<file path="config.mk">
export PLATFORM = sky130hd
export DESIGN_NAME = game_io_bank_flat
export DESIGN_NICKNAME = d
export VERILOG_FILES = /design/src/rtl/game_io_bank_pkg.sv /design/src/rtl/game_io_bank_if.sv /design/src/rtl/game_io_bank_score_counter.sv /design/src/rtl/game_io_bank.sv /design/src/flat_wrapper.sv
export SDC_FILE = /design/constraint.sdc
export NUM_CORES = 1
export LEC_CHECK = 0
export BUFFER_PORTS_ARGS = -buffer_cell sky130_fd_sc_hd__buf_2
export CAP_MARGIN = 10
export CELL_PAD_IN_SITES_DETAIL_PLACEMENT = 1
export CELL_PAD_IN_SITES_GLOBAL_PLACEMENT = 2
export CORE_MARGIN = 2
export CORE_UTILIZATION = 35
export DETAILED_ROUTE_END_ITERATION = 16
export HOLD_SLACK_MARGIN = 0.08
export PLACE_DENSITY_LB_ADDON = 0.3
export SETUP_SLACK_MARGIN = 0.1
export SLEW_MARGIN = 20
export SYNTH_ARGS = -nofsm -noshare
export SYNTH_HDL_FRONTEND = slang
export SYNTH_SLANG_ARGS = --single-unit
</file>
<file path="constraint.sdc">
create_clock -name clock -period 7.6 [get_ports clock]
set_input_delay 1.9 -clock clock [delete_from_list [all_inputs] [get_ports clock]]
set_output_delay 1.9 -clock clock [all_outputs]
set_load 0.05 [all_outputs]
</file>
<file path="src/rtl/game_io_bank_pkg.sv">
// game_io_pkg: shared constants for the game I/O register bank.
//   - word addresses of the processor-visible registers
//   - STATUS bit positions and the winner-code width
//   - status_word(): assembles the STATUS read value
package game_io_pkg;

  localparam int ADDR_W   = 6;
  localparam int WINNER_W = 3;

  localparam logic [ADDR_W-1:0] ADDR_STATUS     = 6'h00;
  localparam logic [ADDR_W-1:0] ADDR_BALL_X     = 6'h01;
  localparam logic [ADDR_W-1:0] ADDR_BALL_Y     = 6'h02;
  localparam logic [ADDR_W-1:0] ADDR_LIMITS     = 6'h03;
  localparam logic [ADDR_W-1:0] ADDR_INIT       = 6'h04;
  localparam logic [ADDR_W-1:0] ADDR_SCORE_INC  = 6'h05;
  localparam logic [ADDR_W-1:0] ADDR_GAME_RST   = 6'h06;
  localparam logic [ADDR_W-1:0] ADDR_PAD_BASE   = 6'h08;
  localparam logic [ADDR_W-1:0] ADDR_SCORE_BASE = 6'h10;

  localparam int STATUS_PEND_BIT = 0;
  localparam int STATUS_OVR_BIT  = 1;
  localparam int STATUS_WIN_LSB  = 2;

  // Y fields of packed {y, x} read words start at this bit.
  localparam int Y_FIELD_LSB = 16;

  function automatic logic [31:0] status_word(input logic [WINNER_W-1:0] winner,
                                              input logic overrun,
                                              input logic pending);
    logic [31:0] w;
    w = '0;
    w[STATUS_WIN_LSB +: WINNER_W] = winner;
    w[STATUS_OVR_BIT]             = overrun;
    w[STATUS_PEND_BIT]            = pending;
    return w;
  endfunction

endpackage

</file>
<file path="src/rtl/game_io_bank_if.sv">
// game_io_bank_if: processor register bus for game_io_bank.
//   wren  - write strobe        addr  - word address
//   wdata - write data          rdata - registered read data
// master: processor side; slave: register bank side.
interface game_io_bank_if;
  import game_io_pkg::*;

  logic              wren;
  logic [ADDR_W-1:0] addr;
  logic [31:0]       wdata;
  logic [31:0]       rdata;

  modport master (output wren, output addr, output wdata, input rdata);
  modport slave  (input wren, input addr, input wdata, output rdata);
endinterface

</file>
<file path="src/rtl/game_io_bank_score_counter.sv">
// score_counter: one player's score.
//   clock, reset (sync, active-low)
//   clear  - return to zero (has priority over inc)
//   inc    - add one, saturating at all-ones
//   count  - current score
//   at_win - count equals WIN_SCORE
module score_counter #(
  parameter int SCORE_W   = 4,
  parameter int WIN_SCORE = 7
) (
  input  logic               clock,
  input  logic               reset,
  input  logic               clear,
  input  logic               inc,
  output logic [SCORE_W-1:0] count,
  output logic               at_win
);

  logic [SCORE_W-1:0] count_reg;

  always_ff @(posedge clock) begin
    if (!reset) begin
      count_reg <= '0;
    end else if (clear) begin
      count_reg <= '0;
    end else if (inc && (count_reg != '1)) begin
      count_reg <= count_reg + SCORE_W'(1);
    end
  end

  assign count  = count_reg;
  assign at_win = (count_reg == SCORE_W'(WIN_SCORE));

endmodule

</file>
<file path="src/rtl/game_io_bank.sv">
// game_io_bank: frame-synchronous register bank for a paddle game.
//   clock, reset (sync, active-low), screen_end (high during blanking)
//   bus              - processor register bus (slave side)
//   ball_*lim/*init  - ball limits and start position (live inputs)
//   pad_*            - packed paddle bounds, player 0 in the LSBs
//   ball_x, ball_y   - committed ball position for display
//   winner           - 0 none, p+1 when player p won
//   scores           - packed per-player scores
// Bound inputs are sampled once per frame into shadows so the processor
// sees a consistent snapshot; ball position is double buffered.
module game_io_bank
  import game_io_pkg::*;
#(
  parameter int NUM_PLAYERS = 2,
  parameter int X_W         = 10,
  parameter int Y_W         = 9,
  parameter int SCORE_W     = 4,
  parameter int WIN_SCORE   = 7
) (
  input  logic                       clock,
  input  logic                       reset,
  input  logic                       screen_end,
  game_io_bank_if.slave              bus,
  input  logic [X_W-1:0]             ball_xlim,
  input  logic [X_W-1:0]             ball_xinit,
  input  logic [Y_W-1:0]             ball_ylim,
  input  logic [Y_W-1:0]             ball_yinit,
  input  logic [NUM_PLAYERS*X_W-1:0] pad_left,
  input  logic [NUM_PLAYERS*X_W-1:0] pad_right,
  input  logic [NUM_PLAYERS*Y_W-1:0] pad_top,
  input  logic [NUM_PLAYERS*Y_W-1:0] pad_bottom,
  output logic [X_W-1:0]             ball_x,
  output logic [Y_W-1:0]             ball_y,
  output logic [WINNER_W-1:0]        winner,
  output logic [NUM_PLAYERS*SCORE_W-1:0] scores
);

  logic se_hist_reg, frame_tick_reg, frame_pending_reg, overrun_reg;
  logic [X_W-1:0] xlim_reg, xinit_reg, pend_x_reg, ball_x_reg;
  logic [Y_W-1:0] ylim_reg, yinit_reg, pend_y_reg, ball_y_reg;
  logic [NUM_PLAYERS*X_W-1:0] left_reg, right_reg;
  logic [NUM_PLAYERS*Y_W-1:0] top_reg, bottom_reg;
  logic [31:0] rdata_reg, rdata_next;
  logic [NUM_PLAYERS-1:0] at_win;
  logic [WINNER_W-1:0] winner_code;

  logic wr_status, wr_ball_x, wr_ball_y, wr_score_inc, wr_game_rst, score_inc;
  logic [1:0] inc_idx;
  logic [X_W-1:0] x_clamp;
  logic [Y_W-1:0] y_clamp;

  assign wr_status    = bus.wren && (bus.addr == ADDR_STATUS);
  assign wr_ball_x    = bus.wren && (bus.addr == ADDR_BALL_X);
  assign wr_ball_y    = bus.wren && (bus.addr == ADDR_BALL_Y);
  assign wr_score_inc = bus.wren && (bus.addr == ADDR_SCORE_INC);
  assign wr_game_rst  = bus.wren && (bus.addr == ADDR_GAME_RST);
  assign inc_idx      = bus.wdata[1:0];
  assign score_inc    = wr_score_inc && (winner_code == '0) && (int'(inc_idx) < NUM_PLAYERS);

  // Clamp against the full 32-bit write value so large writes cannot wrap.
  assign x_clamp = (bus.wdata > 32'(xlim_reg)) ? xlim_reg : bus.wdata[X_W-1:0];
  assign y_clamp = (bus.wdata > 32'(ylim_reg)) ? ylim_reg : bus.wdata[Y_W-1:0];

  // Statement order sets priority: a frame tick overrides a STATUS clear,
  // and GAME_RST overrides the frame commit.
  always_ff @(posedge clock) begin
    if (!reset) begin
      se_hist_reg       <= 1'b1;  // no tick if screen_end is high out of reset
      frame_tick_reg    <= 1'b0;
      frame_pending_reg <= 1'b0;
      overrun_reg       <= 1'b0;
      xlim_reg <= '0; xinit_reg <= '0; ylim_reg <= '0; yinit_reg <= '0;
      left_reg <= '0; right_reg <= '0; top_reg <= '0; bottom_reg <= '0;
      pend_x_reg <= ball_xinit; ball_x_reg <= ball_xinit;
      pend_y_reg <= ball_yinit; ball_y_reg <= ball_yinit;
      rdata_reg <= '0;
    end else begin
      se_hist_reg    <= screen_end;
      frame_tick_reg <= screen_end & ~se_hist_reg;
      rdata_reg      <= rdata_next;
      if (wr_status && bus.wdata[STATUS_PEND_BIT]) frame_pending_reg <= 1'b0;
      if (wr_status && bus.wdata[STATUS_OVR_BIT])  overrun_reg       <= 1'b0;
      if (wr_ball_x) pend_x_reg <= x_clamp;
      if (wr_ball_y) pend_y_reg <= y_clamp;
      if (frame_tick_reg) begin
        xlim_reg <= ball_xlim;  xinit_reg <= ball_xinit;
        ylim_reg <= ball_ylim;  yinit_reg <= ball_yinit;
        left_reg <= pad_left;   right_reg <= pad_right;
        top_reg  <= pad_top;    bottom_reg <= pad_bottom;
        ball_x_reg <= pend_x_reg;
        ball_y_reg <= pend_y_reg;
        frame_pending_reg <= 1'b1;
        if (frame_pending_reg) overrun_reg <= 1'b1;
      end
      if (wr_game_rst) begin
        pend_x_reg  <= ball_xinit; ball_x_reg <= ball_xinit;
        pend_y_reg  <= ball_yinit; ball_y_reg <= ball_yinit;
        overrun_reg <= 1'b0;
      end
    end
  end

  for (genvar gi = 0; gi < NUM_PLAYERS; gi++) begin : g_score
    score_counter #(
      .SCORE_W   (SCORE_W),
      .WIN_SCORE (WIN_SCORE)
    ) u_score (
      .clock  (clock),
      .reset  (reset),
      .clear  (wr_game_rst),
      .inc    (score_inc && (inc_idx == 2'(gi))),
      .count  (scores[gi*SCORE_W +: SCORE_W]),
      .at_win (at_win[gi])
    );
  end

  // Increments stop once anyone wins, so at most one at_win flag is set.
  always_comb begin
    winner_code = '0;
    for (int p = 0; p < NUM_PLAYERS; p++) begin
      if (at_win[p]) winner_code = WINNER_W'(p + 1);
    end
  end

  always_comb begin
    rdata_next = '0;
    case (bus.addr)
      ADDR_STATUS: rdata_next = status_word(winner_code, overrun_reg, frame_pending_reg);
      ADDR_BALL_X: rdata_next[0 +: X_W] = pend_x_reg;
      ADDR_BALL_Y: rdata_next[0 +: Y_W] = pend_y_reg;
      ADDR_LIMITS: begin
        rdata_next[0 +: X_W]           = xlim_reg;
        rdata_next[Y_FIELD_LSB +: Y_W] = ylim_reg;
      end
      ADDR_INIT: begin
        rdata_next[0 +: X_W]           = xinit_reg;
        rdata_next[Y_FIELD_LSB +: Y_W] = yinit_reg;
      end
      default: ;
    endcase
    for (int p = 0; p < NUM_PLAYERS; p++) begin
      if (bus.addr == ADDR_PAD_BASE + ADDR_W'(2 * p)) begin
        rdata_next[0 +: X_W]           = left_reg[p*X_W +: X_W];
        rdata_next[Y_FIELD_LSB +: X_W] = right_reg[p*X_W +: X_W];
      end
      if (bus.addr == ADDR_PAD_BASE + ADDR_W'(2 * p + 1)) begin
        rdata_next[0 +: Y_W]           = top_reg[p*Y_W +: Y_W];
        rdata_next[Y_FIELD_LSB +: Y_W] = bottom_reg[p*Y_W +: Y_W];
      end
      if (bus.addr == ADDR_SCORE_BASE + ADDR_W'(p)) begin
        rdata_next[0 +: SCORE_W] = scores[p*SCORE_W +: SCORE_W];
      end
    end
  end

  assign bus.rdata = rdata_reg;
  assign ball_x    = ball_x_reg;
  assign ball_y    = ball_y_reg;
  assign winner    = winner_code;

endmodule

</file>
<file path="src/flat_wrapper.sv">
// flat-port wrapper written by rule: the top's interface ports become plain ports
module game_io_bank_flat import game_io_pkg::*;
#(
  parameter int NUM_PLAYERS = 2,
  parameter int X_W         = 10,
  parameter int Y_W         = 9,
  parameter int SCORE_W     = 4,
  parameter int WIN_SCORE   = 7
)
  (clock, reset, screen_end, ball_xlim, ball_xinit, ball_ylim, ball_yinit, pad_left, pad_right, pad_top, pad_bottom, ball_x, ball_y, winner, scores, bus_wren, bus_addr, bus_wdata, bus_rdata);
  game_io_bank_if bus_i ();
  input  logic clock;
  input  logic reset;
  input  logic screen_end;
  input  logic [X_W-1:0] ball_xlim;
  input  logic [X_W-1:0] ball_xinit;
  input  logic [Y_W-1:0] ball_ylim;
  input  logic [Y_W-1:0] ball_yinit;
  input  logic [NUM_PLAYERS*X_W-1:0] pad_left;
  input  logic [NUM_PLAYERS*X_W-1:0] pad_right;
  input  logic [NUM_PLAYERS*Y_W-1:0] pad_top;
  input  logic [NUM_PLAYERS*Y_W-1:0] pad_bottom;
  output logic [X_W-1:0] ball_x;
  output logic [Y_W-1:0] ball_y;
  output logic [WINNER_W-1:0] winner;
  output logic [NUM_PLAYERS*SCORE_W-1:0] scores;
  input wire logic [$bits(bus_i.wren)-1:0] bus_wren;
  input wire logic [$bits(bus_i.addr)-1:0] bus_addr;
  input wire logic [$bits(bus_i.wdata)-1:0] bus_wdata;
  output wire logic [$bits(bus_i.rdata)-1:0] bus_rdata;
  assign bus_i.wren = bus_wren;
  assign bus_i.addr = bus_addr;
  assign bus_i.wdata = bus_wdata;
  assign bus_rdata = bus_i.rdata;
  game_io_bank #(.NUM_PLAYERS(NUM_PLAYERS), .X_W(X_W), .Y_W(Y_W), .SCORE_W(SCORE_W), .WIN_SCORE(WIN_SCORE)) u_core (.clock(clock), .reset(reset), .screen_end(screen_end), .bus(bus_i), .ball_xlim(ball_xlim), .ball_xinit(ball_xinit), .ball_ylim(ball_ylim), .ball_yinit(ball_yinit), .pad_left(pad_left), .pad_right(pad_right), .pad_top(pad_top), .pad_bottom(pad_bottom), .ball_x(ball_x), .ball_y(ball_y), .winner(winner), .scores(scores));
endmodule
</file>
==> results of run 1 <==
## metal layers
| layer | vias up | track usage | routed length (um) |
|---|---|---|---|
| met4 | 0 | 0.0583 | 446 |
| li1 | 3586 | - | - |
| met1 | 3707 | 0.288 | 12700 |
| met2 | 219 | 0.391 | 14900 |
| met3 | 26 | 0.0406 | 1510 |
| met5 | - | 0 | 0 |
## cell usage in the layout (no fill, tap or decap), types with 13 or more instances in the layout
cell,netlist,routed
buf_2,15,204
dfxtp_1,146,145
nor2_1,134,134
mux2i_1,118,118
nand2_1,84,84
a22oi_1,38,38
edfxtp_1,38,38
nand3_1,28,28
inv_1,23,22
ha_1,21,21
a21oi_1,18,18
a31oi_1,18,18
clkbuf_16,0,17
nand4_1,16,16
or3_1,14,14
conb_1,1,13
## kinds of logic (layout without fill, tap and decap cells)
| logic type | count (synthesis) | after routing | share of synthesized area |
|---|---|---|---|
| AND/OR/NAND/NOR | 324 | 324 | 0.178 |
| flip-flops | 184 | 184 | 0.467 |
| AO/OA/AOI/OAI | 155 | 155 | 0.137 |
| multiplexers | 118 | 118 | 0.136 |
| buffers and inverters | 95 | 267 | 0.0509 |
| adder cells (fa/ha/maj) | 21 | 21 | 0.0302 |
| XOR/XNOR | 2 | 2 | 0.00201 |
| other | 1 | 14 | 0.000431 |
## final timing paths
kind / start / to / slack, ps / depth (start not counted)
min reg2reg: u_core.se_hist_reg / u_core.frame_tick_reg / 400 / 1
max: bus_wdata[0] / u_core.pend_x_reg[2] / 3850 / 8
min: u_core.se_hist_reg / u_core.frame_tick_reg / 400 / 1
max reg2reg: u_core.xlim_reg[2] / u_core.pend_x_reg[2] / 4960 / 7
## report_power, final
group,internal [mW],switching (mW),leakage (nW)
clock network,0.480,0.431,0.297
registers,1.03,0.0258,1.57
logic,0.0785,0.163,2.26
total,1.59,0.620,4.12
## worst max-delay path: stages
cell	delay [ps]
buf_2	210
inv_1	130
ha_1	300
nand4_1	90
or4_4	470
a211o_1	480
o211ai_1	250
nand3_1	90
## area by class of cell
cell class / count / area, um2 / share of cell area
Antenna cell: 1 / 2.50 / 0.000238
Inverter: 23 / 88.8 / 0.00845
Clock inverter: 13 / 155 / 0.0148
Timing Repair Buffer: 212 / 1080 / 0.103
Multi-Input combinational cell: 633 / 4270 / 0.406
Tap cell: 324 / 405 / 0.0386
Clock buffer: 19 / 443 / 0.0421
Sequential cell: 184 / 4070 / 0.387
## per-stage QoR
stage | std cells | utilization | total power [mW] | hold WS, ps
floorplan | 912 | - | 1.22 | 367
global route | 1408 | 0.431 | 2.29 | 425
finish | 1409 | 0.431 | 2.21 | 398
CTS | 1408 | 0.431 | 2.23 | 399
detailed placement | 1376 | 0.406 | 1.32 | 388
global placement | 1376 | 0.406 | 1.32 | 361
==> impl_metrics.ini, run 1 <==
[logic_synthesis]
ys.flop_type = dfxtp_1
synth_area_leaders = dfxtp_1, mux2i_1, edfxtp_1
synth-seq-area-share = 0.467
yosysTopAreaCell = dfxtp_1
synth.most_common_cell = dfxtp_1
synth_edf_count = 38
synth-async-reset-ratio = 0
syn_area_um2 = 8710
synth_cell_types = 63
avgSynthCellArea_um2 = 9.67
ys_top_cells_by_count = dfxtp_1, nor2_1, mux2i_1, nand2_1
yosys_warnings = 0
syn_inst = 900
synth-seq-cells = 184
synth.top_cell.area_share = 0.336

[drt]
drc = 0
viasPerCell = 5.35
ant_nets = 0
drt_iter0_markers = 415
wl_per_cell_um = 21.0
drt_wl_total_um = 29600
num_vias = 7538
dr.pass1.iters = 5

[cells_and_area]
area_growth_syn_to_layout_pct = 20.7
fill_cells = 2865
layout-drive-gt1-share = 0.254
fin_nets = 1248
final_area_um2 = 10500

[cts]
ctsLongestPathBuffers = 2
cts_tree = done
h-tree-depth = 4
cts_resized = 0
post_cts_buffers = 0
numCtsBuffers = 17
clock_sinks = 184
clkLatencyLatePin_ps = 440
hold_buffers = 0
clockRootBuffer = clkbuf_16
clkTransAtPathRegs_ps = 80

[timing]
finalWorstSetupSlack_ps = 3850
timing.final.crit_share = 0.494
clock_skew_ps = 13.0
hold_violations = 0
tightest_slew_ps = 1010
maxSlewViolCount = 0
relSlewSlack = 0.324
fin_setup_tns_ps = 0
setup_viol = 0
rsz0062_at_grt = no
fmaxAchievable_mhz = 266
min_period_ps = 3750

[global_routing]
antenna_found_initial = 1
grt_pass1_vias = 7637
grt_overflow_total = 0
grt_pass1_wl_um = 44800
grt_start_max_net_pins = 73
grt_usage = 0.225

[worst_hold_path]
hold_class = reg -> reg

[worst_setup_path]
crit_fanout = 10
path_class = in -> reg
cp_data_required_time_ps = 7780
cp-start-kind = input pin
worstPathArrival_ps = 3930
endpoint_kind = flop

[status]
outcome = finished, final reports clean

[power]
peakVddDrop_mv = 0.110
leakage_nw = 4.12
powerDensity_nw_per_um2 = 210

[floorplanning]
rows = 57
coreArea_um2 = 24400
die_area_um2 = 26200
die_h_um = 162
ioPinCount = 218
die_x_um = 162
start_util = 0.357

[placement]
pre_cts_ws_ps = 3410
post_dp_cell_area_um2 = 9910
port_buffers = 204
gp_congestion = 0.852
dp_hpwl_um = 22000

[flow_run]
max-cap-violations = 0
Power figures use the tool's default switching activity.
==> run 2, diff against run 1 <==
- ABC_AREA: unset -> 1
- CORE_UTILIZATION: 35 -> 27
- clock period: 7.6 -> 3.45 ns (I/O delays scaled with it)
==> impl_metrics.ini, run 2 <==
[cts]
clock_sinks = 184
hold_buffers = 0
ctsLongestPathBuffers = 2
clkTransAtPathRegs_ps = 80
clkLatencyLatePin_ps = 440
cts_resized = 0
cts_tree = done
post_cts_buffers = 0
h-tree-depth = 4
clockRootBuffer = clkbuf_16
numCtsBuffers = 17

[drt]
viasPerCell = 4.73
dr.pass1.iters = 5
drt_wl_total_um = 31400
wl_per_cell_um = 18.5
num_vias = 8050
ant_nets = 0
drt_iter0_markers = 614
drc = 0

[cells_and_area]
fin_nets = 1469
fin_cells = 1702
layout-drive-gt1-share = 0.208
final_area_um2 = 10400
final_common_cell = nor2_1
final_cell_mix = nor2_1, buf_2, nand2_1
area_growth_syn_to_layout_pct = 23.3
final_util = 0.338

[worst_setup_path]
cp_data_required_time_ps = 2590
path_class = reg -> out
endpoint_kind = output pin
crit_fanout = 6
worstPathArrival_ps = 1780
reg2reg_depth = 9
cp-start-kind = flop

[timing]
hold_violations = 0
clock_skew_ps = 15.0
timing.final.crit_share = 0.766
rsz0062_at_grt = no
setup_viol = 0
min_period_ps = 2640
fin_setup_tns_ps = 0
maxSlewViolCount = 0
relSlewSlack = 0.395
tightest_slew_ps = 907
fmaxAchievable_mhz = 379

[placement]
dp_hpwl_um = 23400
placedCellCount = 1669
gp_congestion = 0.813
post_dp_cell_area_um2 = 9780
port_buffers = 204

[power]
peakVddDrop_mv = 0.335
total_power_mw = 4.84
powerDensity_nw_per_um2 = 466
leakage_nw = 4.70

[logic_synthesis]
synth-seq-area-share = 0.483
synth_cell_types = 35
synth.top_cell.area_share = 0.347
synth-seq-cells = 184
syn_inst = 1110
synth-async-reset-ratio = 0
synth.most_common_cell = nor2_1
avgSynthCellArea_um2 = 7.58
ys.flop_type = dfxtp_1
syn_area_um2 = 8410
yosysTopAreaCell = dfxtp_1
yosys_warnings = 0
ys_top_cells_by_count = nor2_1, nand2_1, dfxtp_1, o21ai_0, inv_1
synth_area_leaders = dfxtp_1, edfxtp_1, nor2_1
synth_edf_count = 38

[floorplanning]
rows = 64
die_h_um = 181
die_area_um2 = 32600
ioPinCount = 218
die_x_um = 181
coreArea_um2 = 30700
start_util = 0.274

[global_routing]
antenna_found_initial = 1
grt_start_max_net_pins = 129
grt_pass1_wl_um = 48500
grt_pass1_vias = 8234
grt_usage = 0.193
grt_overflow_total = 0

[worst_hold_path]
min_path_cells = 1
hold_class = reg -> reg

[status]
outcome = finished, final reports clean

[flow_run]
max-cap-violations = 0
[run 2: report_power, final]
part	leakage, nW	switching (mW)	internal (mW)
Combinational	2.84	0.380	0.160
Clock	0.286	0.999	0.976
Sequential	1.57	0.0358	2.29
[run 2: final cells by class]
type,count,area [um2]
Antenna cell,1,2.50
Clock buffer,18,429
Clock inverter,14,159
Fill cell,3835,20300
Inverter,89,337
Multi-Input combinational cell,777,3710
Sequential cell,184,4070
Tap cell,396,495
Timing Repair Buffer,223,1180
[run 2: per-layer routing]
layer  up-vias  part of all wire  global-route usage
met4         0            0.0057              0.0323
met1      3824              0.49               0.275
met2       189              0.46               0.313
li1       4024                 -                   -
met5         -                 0                   0
met3        13             0.042              0.0301
[run 2: logic make-up after synthesis]
kind of cell,count (synthesis),share of synthesized area
buffers and inverters,161,0.0818
AND/OR/NAND/NOR,500,0.251
flip-flops,184,0.483
AO/OA/AOI/OAI,243,0.152
other,1,0.000446
adder cells (fa/ha/maj),21,0.0312
[run 2: path summary, 6_finish.rpt]
| check | from | to | slack (ps) |
|---|---|---|---|
| setup / recovery | u_core.g_score[1].u_score.count[0] | winner[0] | 810 |
| hold / removal | u_core.se_hist_reg | u_core.frame_tick_reg | 390 |
| setup reg to reg | u_core.xlim_reg[7] | u_core.pend_x_reg[5] | 1040 |
| hold reg to reg | u_core.se_hist_reg | u_core.frame_tick_reg | 390 |
[run 2: critical path: stages, from the launching register on]
cell and delay, ps:
dfxtp_1 370, ha_1 250, nand3_1 120, inv_1 130, nor2_1 180, buf_2 300
[run 2: through the flow]
step | setup slack, ps | hold slack [ps]
after floorplan | 756 | 374
after detailed placement | 461 | 379
after CTS | 761 | 391
after global routing | 697 | 423
final | 809 | 386
after global placement | 519 | 372
